--- config.mk ---
export PLATFORM = sky130hd
export DESIGN_NAME = alu_exec_unit_flat
export DESIGN_NICKNAME = d
export VERILOG_FILES = /design/src/rtl/alu_exec_pkg.sv /design/src/rtl/alu_exec_if.sv /design/src/rtl/alu_seq_mul.sv /design/src/rtl/alu_exec_unit.sv /design/src/flat_wrapper.sv
export SDC_FILE = /design/constraint.sdc
export NUM_CORES = 1
export LEC_CHECK = 0
export BUFFER_PORTS_ARGS = -buffer_cell sky130_fd_sc_hd__buf_2
export CAP_MARGIN = 20
export CORE_MARGIN = 2
export CORE_UTILIZATION = 38
export DETAILED_ROUTE_END_ITERATION = 12
export SLEW_MARGIN = 15
export SYNTH_ARGS = -nofsm -noshare
export SYNTH_HDL_FRONTEND = slang
export SYNTH_SLANG_ARGS = --single-unit
--- constraint.sdc ---
create_clock -name clk -period 10.2 [get_ports clk]
set_input_delay 1.53 -clock clk [delete_from_list [all_inputs] [get_ports clk]]
set_output_delay 1.53 -clock clk [all_outputs]
set_load 0.05 [all_outputs]
--- src/rtl/alu_exec_pkg.sv ---
// Shared constants for the registered execute stage: opcodes, operand
// source selects, CCR bit positions and the flag-update classes.
package alu_exec_pkg;

  localparam logic [3:0] OP_ADD   = 4'h0;
  localparam logic [3:0] OP_SUB   = 4'h1;
  localparam logic [3:0] OP_AND   = 4'h2;
  localparam logic [3:0] OP_OR    = 4'h3;
  localparam logic [3:0] OP_SHL   = 4'h4;
  localparam logic [3:0] OP_SHR   = 4'h5;
  localparam logic [3:0] OP_NOT   = 4'h6;
  localparam logic [3:0] OP_PASS2 = 4'h7;
  localparam logic [3:0] OP_INC   = 4'h8;
  localparam logic [3:0] OP_DEC   = 4'h9;
  localparam logic [3:0] OP_PASS1 = 4'hA;
  localparam logic [3:0] OP_SETC  = 4'hB;
  localparam logic [3:0] OP_CLRC  = 4'hC;
  localparam logic [3:0] OP_MUL   = 4'hD;
  localparam logic [3:0] OP_NOP   = 4'hE;
  localparam logic [3:0] OP_NOP2  = 4'hF;

  localparam logic [1:0] SEL_REG  = 2'b00;
  localparam logic [1:0] SEL_EX   = 2'b01;
  localparam logic [1:0] SEL_MEM  = 2'b10;
  localparam logic [1:0] SEL_REG2 = 2'b11;

  localparam int FLG_Z = 0;
  localparam int FLG_N = 1;
  localparam int FLG_C = 2;

  // Which CCR bits an instruction writes
  typedef enum logic [1:0] {
    FU_NONE = 2'b00,
    FU_ZN   = 2'b01,
    FU_ZNC  = 2'b10,
    FU_C    = 2'b11
  } flag_upd_e;

endpackage

--- src/rtl/alu_exec_if.sv ---
// ID/EX -> EX/MEM bundle of the execute stage. The master side (front end)
// drives operands and control; the slave side (execute unit) returns results.
interface alu_exec_if #(
  parameter int WIDTH = 16
);
  logic             in_valid;
  logic [3:0]       alu_op;
  logic             use_reg;
  logic [1:0]       sel_src;
  logic [1:0]       sel_dst;
  logic [WIDTH-1:0] reg_src;
  logic [WIDTH-1:0] reg_dst;
  logic [WIDTH-1:0] imm;
  logic [WIDTH-1:0] fwd_ex;
  logic [WIDTH-1:0] fwd_mem;
  logic             flush;
  logic             flags_load;
  logic [2:0]       flags_in;
  logic             busy;
  logic             out_valid;
  logic [WIDTH-1:0] alu_result;
  logic [WIDTH-1:0] alu_op1;
  logic [2:0]       flags;
  logic             flags_wr;

  modport master (
    output in_valid, alu_op, use_reg, sel_src, sel_dst, reg_src, reg_dst, imm,
           fwd_ex, fwd_mem, flush, flags_load, flags_in,
    input  busy, out_valid, alu_result, alu_op1, flags, flags_wr
  );

  modport slave (
    input  in_valid, alu_op, use_reg, sel_src, sel_dst, reg_src, reg_dst, imm,
           fwd_ex, fwd_mem, flush, flags_load, flags_in,
    output busy, out_valid, alu_result, alu_op1, flags, flags_wr
  );
endinterface

--- src/rtl/alu_seq_mul.sv ---
// Iterative shift-add multiplier: one partial product per cycle, WIDTH
// iterations. o_done/o_product are valid during the last iteration cycle so
// the parent can register the result on the same edge busy drops.
module alu_seq_mul #(
  parameter int WIDTH = 16
) (
  input  logic               clk,
  input  logic               rst,
  input  logic               i_start,
  input  logic               i_abort,
  input  logic [WIDTH-1:0]   i_a,
  input  logic [WIDTH-1:0]   i_b,
  output logic               o_busy,
  output logic               o_done,
  output logic [2*WIDTH-1:0] o_product
);
  localparam int CW = $clog2(WIDTH);

  logic               r_busy;
  logic [CW-1:0]      r_cnt;
  logic [2*WIDTH-1:0] r_acc;
  logic [2*WIDTH-1:0] r_mcand;
  logic [WIDTH-1:0]   r_mplier;
  logic [2*WIDTH-1:0] w_acc_nxt;
  logic               w_last;

  // Accumulator after adding the current partial product
  always_comb begin
    w_acc_nxt = r_acc;
    if (r_mplier[0]) begin
      w_acc_nxt = r_acc + r_mcand;
    end else begin
      w_acc_nxt = r_acc;
    end
  end

  assign w_last = r_busy && (r_cnt == CW'(WIDTH - 1));

  // Load operands on start, iterate while busy, abort drops everything
  always_ff @(posedge clk) begin
    if (rst) begin
      r_busy   <= 1'b0;
      r_cnt    <= '0;
      r_acc    <= '0;
      r_mcand  <= '0;
      r_mplier <= '0;
    end else if (i_abort) begin
      r_busy <= 1'b0;
      r_cnt  <= '0;
    end else if (i_start && !r_busy) begin
      r_busy   <= 1'b1;
      r_cnt    <= '0;
      r_acc    <= '0;
      r_mcand  <= {{WIDTH{1'b0}}, i_a};
      r_mplier <= i_b;
    end else if (r_busy) begin
      r_acc    <= w_acc_nxt;
      r_mcand  <= r_mcand << 1;
      r_mplier <= r_mplier >> 1;
      r_cnt    <= r_cnt + CW'(1);
      r_busy   <= !w_last;
    end
  end

  assign o_busy    = r_busy;
  assign o_done    = w_last && !i_abort;
  assign o_product = w_acc_nxt;
endmodule

--- src/rtl/alu_exec_unit.sv ---
// Registered execute stage: operand forwarding/immediate select, ALU with
// SETC/CLRC, iterative MUL and an internal CCR (Z, N, C). Results, operand1
// and flags leave through one register stage.
module alu_exec_unit
  import alu_exec_pkg::*;
#(
  parameter int WIDTH = 16,
  parameter int SHW   = $clog2(WIDTH) + 1
) (
  input logic       clk,
  input logic       rst,
  alu_exec_if.slave bus
);
  logic [WIDTH-1:0]   w_op1;
  logic [WIDTH-1:0]   w_op2;
  logic [WIDTH-1:0]   w_res;
  logic [WIDTH:0]     w_ext;
  logic [WIDTH:0]     w_shl;
  logic [WIDTH:0]     w_shr;
  logic [SHW-1:0]     w_amt;
  logic               w_amt_zero;
  logic               w_amt_big;
  logic               w_c_new;
  flag_upd_e          w_fu;
  logic [2:0]         w_flags_alu;
  logic [2:0]         w_flags_mul;
  logic               w_accept;
  logic               w_issue_alu;
  logic               w_issue_mul;
  logic               w_mul_busy;
  logic               w_mul_done;
  logic [2*WIDTH-1:0] w_product;

  logic               r_out_valid;
  logic               r_flags_wr;
  logic [WIDTH-1:0]   r_result;
  logic [WIDTH-1:0]   r_op1;
  logic [2:0]         r_flags;

  // Operand1 from register or forwarding paths; operand2 likewise or imm
  always_comb begin
    w_op1 = bus.reg_src;
    w_op2 = bus.imm;
    case (bus.sel_src)
      SEL_EX:  w_op1 = bus.fwd_ex;
      SEL_MEM: w_op1 = bus.fwd_mem;
      default: w_op1 = bus.reg_src;
    endcase
    if (bus.use_reg) begin
      case (bus.sel_dst)
        SEL_EX:  w_op2 = bus.fwd_ex;
        SEL_MEM: w_op2 = bus.fwd_mem;
        default: w_op2 = bus.reg_dst;
      endcase
    end else begin
      w_op2 = bus.imm;
    end
  end

  // Any set upper bit of op2 makes the shift at least 2**SHW, i.e. > WIDTH
  assign w_amt      = w_op2[SHW-1:0];
  assign w_amt_zero = (w_op2 == '0);
  assign w_amt_big  = ((w_op2 >> SHW) != '0) || (w_amt > SHW'(WIDTH));
  // One extra bit catches the last bit shifted out in either direction
  assign w_shl      = {1'b0, w_op1} << w_amt;
  assign w_shr      = {w_op1, 1'b0} >> w_amt;

  // Result, new carry and flag-update class of a single-cycle op
  always_comb begin
    w_res   = '0;
    w_ext   = '0;
    w_c_new = r_flags[FLG_C];
    w_fu    = FU_NONE;
    case (bus.alu_op)
      OP_ADD: begin
        w_ext = {1'b0, w_op1} + {1'b0, w_op2};
        w_res = w_ext[WIDTH-1:0]; w_c_new = w_ext[WIDTH]; w_fu = FU_ZNC;
      end
      OP_SUB: begin
        w_ext = {1'b0, w_op2} - {1'b0, w_op1};
        w_res = w_ext[WIDTH-1:0]; w_c_new = w_ext[WIDTH]; w_fu = FU_ZNC;
      end
      OP_AND: begin w_res = w_op1 & w_op2; w_fu = FU_ZN; end
      OP_OR:  begin w_res = w_op1 | w_op2; w_fu = FU_ZN; end
      OP_NOT: begin w_res = ~w_op1;        w_fu = FU_ZN; end
      OP_SHL, OP_SHR: begin
        w_fu = FU_ZNC;
        if (w_amt_zero) begin
          w_res = w_op1;
        end else if (w_amt_big) begin
          w_res = '0; w_c_new = 1'b0;
        end else if (bus.alu_op == OP_SHL) begin
          w_res = w_shl[WIDTH-1:0]; w_c_new = w_shl[WIDTH];
        end else begin
          w_res = w_shr[WIDTH:1]; w_c_new = w_shr[0];
        end
      end
      OP_PASS2: w_res = w_op2;
      OP_PASS1: w_res = w_op1;
      OP_INC: begin
        w_ext = {1'b0, w_op1} + {{WIDTH{1'b0}}, 1'b1};
        w_res = w_ext[WIDTH-1:0]; w_c_new = w_ext[WIDTH]; w_fu = FU_ZNC;
      end
      OP_DEC: begin
        w_ext = {1'b0, w_op1} - {{WIDTH{1'b0}}, 1'b1};
        w_res = w_ext[WIDTH-1:0]; w_c_new = w_ext[WIDTH]; w_fu = FU_ZNC;
      end
      OP_SETC: begin w_c_new = 1'b1; w_fu = FU_C; end
      OP_CLRC: begin w_c_new = 1'b0; w_fu = FU_C; end
      default: w_fu = FU_NONE;
    endcase
  end

  // CCR as left by the single-cycle op, per its update class
  always_comb begin
    w_flags_alu = r_flags;
    case (w_fu)
      FU_ZNC: begin
        w_flags_alu[FLG_Z] = (w_res == '0);
        w_flags_alu[FLG_N] = w_res[WIDTH-1];
        w_flags_alu[FLG_C] = w_c_new;
      end
      FU_ZN: begin
        w_flags_alu[FLG_Z] = (w_res == '0);
        w_flags_alu[FLG_N] = w_res[WIDTH-1];
      end
      FU_C:    w_flags_alu[FLG_C] = w_c_new;
      default: w_flags_alu = r_flags;
    endcase
  end

  assign w_flags_mul[FLG_Z] = (w_product[WIDTH-1:0] == '0);
  assign w_flags_mul[FLG_N] = w_product[WIDTH-1];
  assign w_flags_mul[FLG_C] = (w_product[2*WIDTH-1:WIDTH] != '0);

  // New instructions are refused while MUL runs; flush kills the one offered
  assign w_accept    = bus.in_valid && !w_mul_busy && !bus.flush;
  assign w_issue_mul = w_accept && (bus.alu_op == OP_MUL);
  assign w_issue_alu = w_accept && (bus.alu_op != OP_MUL);

  alu_seq_mul #(.WIDTH(WIDTH)) u_mul (
    .clk       (clk),
    .rst       (rst),
    .i_start   (w_issue_mul),
    .i_abort   (bus.flush),
    .i_a       (w_op1),
    .i_b       (w_op2),
    .o_busy    (w_mul_busy),
    .o_done    (w_mul_done),
    .o_product (w_product)
  );

  // EX/MEM boundary registers and the CCR; flags_load beats any update
  always_ff @(posedge clk) begin
    if (rst) begin
      r_out_valid <= 1'b0;
      r_flags_wr  <= 1'b0;
      r_result    <= '0;
      r_op1       <= '0;
      r_flags     <= 3'b000;
    end else begin
      if (w_issue_alu) begin
        r_out_valid <= 1'b1;
        r_flags_wr  <= (w_fu != FU_NONE);
        r_result    <= w_res;
      end else if (w_mul_done) begin
        r_out_valid <= 1'b1;
        r_flags_wr  <= 1'b1;
        r_result    <= w_product[WIDTH-1:0];
      end else begin
        r_out_valid <= 1'b0;
        r_flags_wr  <= 1'b0;
      end
      if (w_accept) begin
        r_op1 <= w_op1;
      end
      if (bus.flags_load) begin
        r_flags <= bus.flags_in;
      end else if (w_issue_alu) begin
        r_flags <= w_flags_alu;
      end else if (w_mul_done) begin
        r_flags <= w_flags_mul;
      end
    end
  end

  assign bus.busy       = w_mul_busy;
  assign bus.out_valid  = r_out_valid;
  assign bus.flags_wr   = r_flags_wr;
  assign bus.alu_result = r_result;
  assign bus.alu_op1    = r_op1;
  assign bus.flags      = r_flags;
endmodule
--- src/flat_wrapper.sv ---
// flat-port wrapper written by rule: the top's interface ports become plain ports
module alu_exec_unit_flat import alu_exec_pkg::*;
#(
  parameter int WIDTH = 16,
  parameter int SHW   = $clog2(WIDTH) + 1
)
  (clk, rst, bus_in_valid, bus_alu_op, bus_use_reg, bus_sel_src, bus_sel_dst, bus_reg_src, bus_reg_dst, bus_imm, bus_fwd_ex, bus_fwd_mem, bus_flush, bus_flags_load, bus_flags_in, bus_busy, bus_out_valid, bus_alu_result, bus_alu_op1, bus_flags, bus_flags_wr);
  alu_exec_if #(.WIDTH(WIDTH)) bus_i ();
  input logic clk;
  input logic rst;
  input wire logic [$bits(bus_i.in_valid)-1:0] bus_in_valid;
  input wire logic [$bits(bus_i.alu_op)-1:0] bus_alu_op;
  input wire logic [$bits(bus_i.use_reg)-1:0] bus_use_reg;
  input wire logic [$bits(bus_i.sel_src)-1:0] bus_sel_src;
  input wire logic [$bits(bus_i.sel_dst)-1:0] bus_sel_dst;
  input wire logic [$bits(bus_i.reg_src)-1:0] bus_reg_src;
  input wire logic [$bits(bus_i.reg_dst)-1:0] bus_reg_dst;
  input wire logic [$bits(bus_i.imm)-1:0] bus_imm;
  input wire logic [$bits(bus_i.fwd_ex)-1:0] bus_fwd_ex;
  input wire logic [$bits(bus_i.fwd_mem)-1:0] bus_fwd_mem;
  input wire logic [$bits(bus_i.flush)-1:0] bus_flush;
  input wire logic [$bits(bus_i.flags_load)-1:0] bus_flags_load;
  input wire logic [$bits(bus_i.flags_in)-1:0] bus_flags_in;
  output wire logic [$bits(bus_i.busy)-1:0] bus_busy;
  output wire logic [$bits(bus_i.out_valid)-1:0] bus_out_valid;
  output wire logic [$bits(bus_i.alu_result)-1:0] bus_alu_result;
  output wire logic [$bits(bus_i.alu_op1)-1:0] bus_alu_op1;
  output wire logic [$bits(bus_i.flags)-1:0] bus_flags;
  output wire logic [$bits(bus_i.flags_wr)-1:0] bus_flags_wr;
  assign bus_i.in_valid = bus_in_valid;
  assign bus_i.alu_op = bus_alu_op;
  assign bus_i.use_reg = bus_use_reg;
  assign bus_i.sel_src = bus_sel_src;
  assign bus_i.sel_dst = bus_sel_dst;
  assign bus_i.reg_src = bus_reg_src;
  assign bus_i.reg_dst = bus_reg_dst;
  assign bus_i.imm = bus_imm;
  assign bus_i.fwd_ex = bus_fwd_ex;
  assign bus_i.fwd_mem = bus_fwd_mem;
  assign bus_i.flush = bus_flush;
  assign bus_i.flags_load = bus_flags_load;
  assign bus_i.flags_in = bus_flags_in;
  assign bus_busy = bus_i.busy;
  assign bus_out_valid = bus_i.out_valid;
  assign bus_alu_result = bus_i.alu_result;
  assign bus_alu_op1 = bus_i.alu_op1;
  assign bus_flags = bus_i.flags;
  assign bus_flags_wr = bus_i.flags_wr;
  alu_exec_unit #(.WIDTH(WIDTH), .SHW(SHW)) u_core (.clk(clk), .rst(rst), .bus(bus_i));
endmodule
After elaboration in Yosys (flattened, before gate mapping)
Cells that the tools add are included.
- bits in registers: 122
- word-level logic and storage cells: 113
- input bits: 97
- output and inout port bits: 38
- bitwise gates (word level): 4
- reductions and logical operators: 32
- eq/ne operators: 26
- order comparisons: 1
- add/sub/neg operators: 6
- mux-type cells: 31
- shifts and indexed selects: 2
- operators by type and width (operator ; count):
    two-way mux 32 bit ; 5
    one-hot mux 16 bit (10 select lines) ; 1
    two-way mux 16 bit ; 8
    one-hot mux 16 bit (2 select lines) ; 2
    logical NOT 16 bit ; 3
    adder 32 bit ; 1
    nonzero test 16 bit ; 2
    == test 4 bit (second input constant) ; 7
    adder 16 x 1 -> 17 bit (second input constant) ; 1
    adder 16 x 16 -> 17 bit ; 1
    << shifter 16 x 5 -> 17 bit ; 1
    right shift 17 x 5 -> 17 bit ; 1
    subtractor 16 x 1 -> 17 bit (second input constant) ; 1
    subtractor 16 x 16 -> 17 bit ; 1
    AND 16 bit ; 1
    == test 4 x 3 -> 1 bit (second input constant) ; 4
    NOT 16 bit ; 1
    bitwise OR 16 bit ; 1
    OR reduction 2 bit ; 5
    two-way mux 1 bit ; 9
    two-way mux 3 bit ; 3
    inequality test 9 bit (second input constant) ; 1
    == test 2 bit (second input constant) ; 4
    == test 4 x 2 -> 1 bit (second input constant) ; 2
    20 further kinds ; 36

Logic depth before layout (Yosys ltp)
Gate-level depths: netlist of the first run.
- word-level depth: 12
- gate-level depth with buffers: 22

By module
Synthesis of the first run repeated with hierarchy kept, for this count alone.
- cell total of the unflattened synthesis: 1793
- area, all modules: 13269.0 sq um
- by module, submodules not included (module ; instances ; area each (sq um) ; cells an instance):
    alu_exec_unit ; 1 ; 8094.0 ; 1169
    alu_seq_mul ; 1 ; 5175.0 ; 624

Worst setup path after synthesis of the first run
OpenSTA, ideal clock, no wires.
- kind: input to register
- start point: input port bus_sel_dst[0]
- end point: register u_core.r_flags[0], in the netlist u_core.bus.flags[0]
- data required time: 10.112 ns
- library setup time: 0.088 ns
- cell stages on the path: 20
- setup slack: 4.344 ns
- arrival: 5.768 ns
- path buffers: 2
- cells stage by stage: inv_1 > ha_1 > and2b_4 > buf_6 > a221oi_4 > inv_4 > clkbuf_1 > ha_1 > a21o_1 > ha_1 > or2_2 > a31oi_1 > a211oi_1 > o41a_1 > a221o_1 > a2111oi_2 > nand4_1 > nor4_1 > nand4_1 > o32ai_2
- cells in the longest elaborated chain, start to end: 12
- elaborated cells between the ends (all ways): 22
- those cells by class: add/sub (2); order compare (1); eq/ne (2); shift (2); mux (9); bitwise (2); reduce/logical (4)
- RTL lines (element ; line ; RTL):
    start, declared ; flat_wrapper.sv:15 ; input wire logic [$bits(bus_i.sel_dst)-1:0] bus_sel_dst;
    == test 2 bit or == test 2 x 1 -> 1 bit (tied branches) ; alu_exec_unit.sv:50 ; case (bus.sel_dst)
    one-hot mux 16 bit (2 select lines) * ; alu_exec_unit.sv:50 ;
    two-way mux 16 bit * ; alu_exec_unit.sv:49 ; if (bus.use_reg) begin
    right shift 17 x 5 -> 17 bit, or another cell as far along ; alu_exec_unit.sv:66 ; assign w_shr = {w_op1, 1'b0} >> w_amt;
    two-way mux 16 bit or logical OR 1 bit (tied branches) ; alu_exec_unit.sv:92, alu_exec_unit.sv:63 ;
    two-way mux 16 bit ; alu_exec_unit.sv:90 ; end else if (w_amt_big) begin
    two-way mux 16 bit ; alu_exec_unit.sv:88 ; if (w_amt_zero) begin
    one-hot mux 16 bit (10 select lines) * ; alu_exec_unit.sv:74 ; case (bus.alu_op)
    logical NOT 16 bit * ; alu_exec_unit.sv:119, alu_exec_unit.sv:124 ;
    two-way mux 2 bit * ; -- ;
    two-way mux 3 bit * ; alu_exec_unit.sv:179 ; end else if (w_issue_alu) begin
    two-way mux 3 bit * ; alu_exec_unit.sv:177 ; if (bus.flags_load) begin
    end signal, assigned ; alu_exec_unit.sv:178 ; r_flags <= bus.flags_in;
    end signal, assigned ; alu_exec_unit.sv:180 ; r_flags <= w_flags_alu;
    end signal, assigned ; alu_exec_unit.sv:182 ; r_flags <= w_flags_mul;
    end, declared ; alu_exec_unit.sv:38 ; logic [2:0] r_flags;
Every way passes the cells marked *; elsewhere a longest branch is shown, timed or not. The select of a mux whose other input is x is not followed.
A chain may end at the register's enable or synchronous reset.

Final worst setup path of the first run
Ends and elaborated chain as after synthesis.

==> run metrics, run 1 <==
status=finished clean; sequence of cells on the critical path=buf_2 -> inv_1 -> ha_1 -> and2b_4 -> a211o_1 -> buf_4 -> inv_2 -> ha_1 -> fa_1 -> a21o_1 -> a2111oi_4 -> o21bai_1 -> a31oi_2 -> o221ai_2 -> a2111oi_2 -> nand4_1 -> nor4_1 -> nand4_1 -> o32ai_2; total core area=34370 um^2; commonest cells in the netlist=204 x nor2_1, 193 x nand2_1, 162 x a21oi_1; number of synthesized flops with an enable pin=0; Detailed Route WL=57130 um; Fin Setup TNS=0 ns; Async S/R FF share, synth=0%; Synth cell types=93; Die Ht=190.6 um; Nets=about 2100; DPL Wire Length=42350 um; Fill cells=3647; post-route cell area=14760 um^2; clk slew on worst S/H paths=0.06 ns; drt drc=0; Pre-antenna DRT Iters=9; WP data required=10.53 ns; area occupied by multi-input gates=9930 um^2; timing-limited maximum frequency=~0.15 GHz; largest net degree at the start of global routing=86; worst hold margin=0.4511 ns; Final Power=1.864 mW; total gr overflow=0; PortBufs=134; sequential fraction of the synthesis area=between 15 and 20%; yosys warns=0; Synth area leader=dfxtp_1; Leakage Power=roughly 5.9 nW; dominant synthesized flop cell=dfxtp_1; cell area after synthesis=~13000 um^2; initial core utilization=38.49%; die width=190.6 um; Ports=135; Clock Sinks=~120; pwr/cell area=126.3 nW/um^2; Max Slew Vio Count=0; vias in the first global route=14403; Final Skew=0.007673 ns; CTS H-Tree Depth=4; layout cells sized above 1=13.94%; Crit path largest cell delay=0.50 ns; WS Path Type=input port to flip-flop; relative slew slack=20.89%; first-pass GRT wire length=86420 um; Final Wtd Congestion=1.021; Rows=68; Max-Cap Viols=0; Final period util=66.40%; per-cell routed wire length=24.11 um; RSZ-0062 raised after global routing=false; hold buffer count at cts=0; die area=approximately 36000 um^2; top cells by area in the synthesized netlist=dfxtp_1 18%, ha_1 7.8%, a21oi_1 6.1%, nor2_1 5.8%, nand2_1 5.5%; CP Data Arrival Time=7.10 ns; most common cell in the netlist=nor2_1; setup slack, reg-to-reg=6.23 ns; PostCTS Resize Cnt=0; Area Overhead vs Synth=11.57%; Synth Area per Inst=slightly above 7 um^2; placed inst area=~14000 um^2; total CTS buffers=17; routed vias=15348; #FFs+latches synth=around 120; Final Hold Viols=0; antenna cells=0; Vias/cell=~6.5; initial antenna violation count=1; GRT Total Usage=30.81%; crit path max fanout=33; Syn Nets=2036; post-CTS setup buffer count=0; slowest cell on the critical path=ha_1; Tightest Pin Transition=between 1 and 1.5 ns; endpoint class of the critical path=flip-flop; min-delay worst type=flip-flop to flip-flop; CTS root buf=clkbuf_16; pre-CTS WS=3.149 ns; DRT iter0 DRCs=between 1500 and 2000; clock latency on the worst-skew pair=0.43 ns; Critical Path Source Type=input port; Crit path max-delay family=compound AO/OA/AOI/OAI gates; PnR worst setup slack=between 3 and 4 ns; Yosys top cell area share=between 10% and 20%; CTS max path bufs=2; register area=2442 um^2; CP Buf/Inv Count=4; IR drop worst, VDD=0.0001681 V; fin crit period=between 6 and 7 ns; CTS tree=yes; Antenna Nets Post-Route=0; Cells after Synth=1854; Final Setup Violations=0
[registers in the layout (all words and copies together) (netlist names)]
| signal | count |
|---|---|
| u_core.bus.alu_result | 16 |
| u_core.bus.out_valid | 1 |
| u_core.bus.flags | 3 |
| u_core.u_mul.r_cnt | 4 |
| u_core.bus.flags_wr | 1 |
| u_core.u_mul.r_mcand | 32 |
| u_core.u_mul.o_busy | 1 |
| u_core.bus.alu_op1 | 16 |
| u_core.u_mul.r_acc | 32 |
| u_core.u_mul.r_mplier | 16 |
[cell usage in the layout, fill, tap and decap left out, drive strengths merged, types with 20 or more instances in the layout]
cell type / instances
nand3: 53
nor2: 204
a31oi: 34
buf: 170
o31ai: 23
xnor2: 23
dfxtp: 122
a21o: 23
a211oi: 42
o211ai: 24
a22oi: 50
o22ai: 22
nor4: 28
nand2: 194
o21ai: 82
nand2b: 25
ha: 83
a221oi: 29
mux2i: 56
nor3: 47
inv: 77
a21oi: 162
nand4: 32
nor2b: 20
[routing by layer]
metal | vias up | GRT usage (%) | routed length, um
met4 | 2 | 13.18 | 2572
met2 | 811 | 49.33 | 25870
met3 | 160 | 5.742 | 4983
met1 | 7286 | 40.42 | 23690
met5 | - | 0 | 13
li1 | 7089 | - | -
[area by class of cell]
type,instances,share of cell area [%]
clock buffer,18,2.975
timing repair buffer,170,6.391
inverter,76,1.950
clock inverter,14,1.009
multi-input combinational,1515,67.27
tap,455,3.857
sequential,122,16.55
[cells by family after synthesis]
kind of cell	synth area share [%]
and+or+nand+nor	24.44
adders and majority gates	8.152
xor gates and xnor gates	2.251
buffers and inverters	6.800
muxes	5.684
AOI/OAI and AO/OA	34.22
DFF	18.46
[per-stage QoR]
stage,utilization [%],instances
CTS,42.94,2370
global placement,41.23,2338
detailed placement,41.23,2338
finish,42.94,2370
global route,42.94,2370
floorplan,-,1854
[where the power goes]
part	internal (mW)	total (mW)	switching, mW
clock network	0.366	0.598	0.232
logic	0.239	0.771	0.532
registers	0.487	0.495	0.00762
[tightest hold or removal path, stage by stage (launching register included)]
cell,delay (ns)
dfxtp_1,0.30
nand2_1,0.05
a21oi_1,0.05
[worst paths after layout]
check | endpoint | from | cells past startpoint
max reg2reg | u_core.bus.flags[2]$_SDFFE_PP0P_ | u_core.u_mul.r_mcand[0]$_SDFFE_PP0P_ | 14
min | u_core.bus.alu_op1[11]$_SDFFE_PP0P_ | u_core.bus.alu_op1[11]$_SDFFE_PP0P_ | 2
max | u_core.bus.flags[0]$_SDFFE_PP0P_ | bus_sel_dst[0] | 19
min reg2reg | u_core.bus.alu_op1[11]$_SDFFE_PP0P_ | u_core.bus.alu_op1[11]$_SDFFE_PP0P_ | 2
No activity file was read; power rests on OpenSTA's default activity.
==> inputs of run 2 (changes only) <==
==> constraint.sdc (replaced) <==
create_clock -name clk -period 6.7 [get_ports clk]
set_input_delay 1.005 -clock clk [delete_from_list [all_inputs] [get_ports clk]]
set_output_delay 1.005 -clock clk [all_outputs]
set_load 0.05 [all_outputs]
==> run 2 against run 1 <==
Against the previous run: worst setup slack worse by 2.6 ns; die area unchanged; register-to-register slack worse by 3.5 ns; global-route usage is essentially flat; total power grew 57%; cell area up 1.3%.
==> run metrics, run 2 (synthesized netlist as in run 1, its figures left out) <==
antenna cells=0 (unchanged); Rows=68 (unchanged); Worst setup endpoint=u_core.bus.flags[0]$_SDFFE_PP0P_; total core area=34370 um^2 (unchanged); Final Wtd Congestion=0.9955 (-2.5%); CTS H-Tree Depth=4 (unchanged); clock latency on the worst-skew pair=0.43 ns (about the same); GRT Total Usage=30.79% (about the same); Final Hold Viols=0 (unchanged); cells on worst reg2reg path=14 (unchanged); routed vias=15561 (+1.4%); die area=36320 um^2 (unchanged); PortBufs=134 (unchanged); RR Endpoint=u_core.bus.flags[2]$_SDFFE_PP0P_; CTS root buf=clkbuf_16; crit path max fanout=35 (+6.1%); Clock Sinks=122 (unchanged); per-cell routed wire length=23.80 um (-1.3%); Non-Filler Instances=2392 (+0.93%); layout cells sized above 1=14.82% (+0.87 points); initial core utilization=38.49% (unchanged); timing-limited maximum frequency=0.1714 GHz; DPL Wire Length=42490 um (+0.33%); Leakage Power=6.062 nW (+2.2%); Vias/cell=6.505 (+0.46%); Nets=2106 (+1.1%); IR drop worst, VDD=0.0001900 V (+13%); total CTS buffers=17 (unchanged); first-pass GRT wire length=86240 um (-0.20%); PnR worst setup slack=0.8662 ns (-2.562 ns); relative slew slack=27.28% (+6.4 points); status=finished clean; WS Path Type=input port to flip-flop; pre-CTS WS=0.6758 ns (-2.474 ns); clk slew on worst S/H paths=0.07 ns (about the same); CTS tree=yes; Die Ht=190.6 um (unchanged); biggest regs=u_core.u_mul.r_acc (32), u_core.u_mul.r_mcand (32); total gr overflow=0 (unchanged); Detailed Route WL=56930 um (-0.35%); Area Overhead vs Synth=12.97%; commonest non-fill, non-tap cells in the layout=202 x nor2_1, 193 x nand2_1, 162 x a21oi_1; PostCTS Resize Cnt=0 (unchanged); R2R Path Start=u_core.u_mul.r_mcand[0]$_SDFFE_PP0P_; post-CTS setup buffer count=0 (unchanged); pwr/cell area=195.7 nW/um^2 (+55%); CP Data Arrival Time=6.17 ns (-0.93 ns); drt drc=0 (unchanged); Pre-antenna DRT Iters=8 (-1); vias in the first global route=14549 (+1.0%); Max Slew Vio Count=0 (unchanged); Max-Cap Viols=0 (unchanged); most common cell after layout, fill and taps aside=nor2_1; Final period util=87.07%; Critical Path Source Type=input port; hold buffer count at cts=0 (unchanged); min-delay worst type=flip-flop to flip-flop; initial antenna violation count=0 (-1); Antenna Nets Post-Route=0 (unchanged); WP data required=7.04 ns (-3.49 ns); Critical path origin=bus_sel_dst[0]; DRT iter0 DRCs=1808 (-8.7%); Final Skew=0.01020 ns (+0.002531 ns); Final Setup Violations=0 (unchanged); Final Power=2.925 mW (+57%); fin crit period=5.834 ns; Tightest Pin Transition=1.091 ns (-0.06600 ns); Ports=135 (unchanged); die width=190.6 um (unchanged); largest net degree at the start of global routing=100 (+16%); endpoint class of the critical path=flip-flop; Cells after DPL=2360 (+0.94%); Fin Setup TNS=0 ns (unchanged); RSZ-0062 raised after global routing=false; CTS max path bufs=2 (unchanged); setup slack, reg-to-reg=2.75 ns (-3.48 ns)
[run 2: how the worst min path moves through the flow]
| stage | cells past startpoint | from | slack [ns] | endpoint |
|---|---|---|---|---|
| floorplan | 2 | u_core.u_mul.r_mplier[13]$_SDFFE_PP0P_ | 0.43 | u_core.u_mul.r_mplier[12]$_SDFFE_PP0P_ |
| global placement | 2 | u_core.u_mul.r_mplier[5]$_SDFFE_PP0P_ | 0.44 | u_core.u_mul.r_mplier[5]$_SDFFE_PP0P_ |
| detailed placement | 2 | u_core.bus.alu_op1[15]$_SDFFE_PP0P_ | 0.45 | u_core.bus.alu_op1[15]$_SDFFE_PP0P_ |
| CTS | 2 | u_core.u_mul.r_mplier[1]$_SDFFE_PP0P_ | 0.46 | u_core.u_mul.r_mplier[1]$_SDFFE_PP0P_ |
| global route | 2 | u_core.bus.alu_op1[12]$_SDFFE_PP0P_ | 0.48 | u_core.bus.alu_op1[12]$_SDFFE_PP0P_ |
| finish | 2 | u_core.bus.alu_op1[15]$_SDFFE_PP0P_ | 0.45 | u_core.bus.alu_op1[15]$_SDFFE_PP0P_ |
[run 2: power breakdown]
part	switching, mW	internal [mW]
clock	0.375	0.595
sequential	0.0116	0.742
combinational	0.819	0.383
[run 2: area by class of cell]
cell class / count / area (um^2)
clock buffer: 18 / 429.2
fill: 3603 / 19430
clock inverter: 14 / 186.4
timing repair buffer: 192 / 1109
sequential: 122 / 2442
inverter: 76 / 287.8
multi-input combinational: 1515 / 9923
tap: 455 / 569.3
[run 2: critical path: stages]
cell	delay, ns
buf_2	0.09
inv_1	0.04
ha_1	0.48
and2_1	0.37
a221oi_4	0.39
buf_4	0.45
a21o_1	0.19
ha_1	0.17
or2_2	0.16
nor3_1	0.07
a211oi_1	0.54
o21ai_0	0.15
a21boi_0	0.22
nor4_1	0.49
buf_4	0.22
nand4_1	0.13
nor4_1	0.55
nand4_1	0.20
o32ai_2	0.26
[run 2: layer usage]
metal / vias up / track usage (%) / part of all wire, %
li1: 7156 / - / -
met3: 158 / 4.877 / 8.6
met4: 0 / 13.24 / 4.3
met2: 845 / 48.59 / 44
met5: - / 0 / 0
met1: 7402 / 41.49 / 43
[run 2: stage by stage]
step	utilization, %	instance area (um^2)	hold slack (ns)
6_report	43.48	14950	0.4524
4_1_cts	43.48	14950	0.4561
2_1_floorplan	-	13230	0.4316
3_5_place_dp	41.69	14330	0.4477
5_1_grt	43.48	14950	0.4759
3_3_place_gp	41.69	14330	0.4411
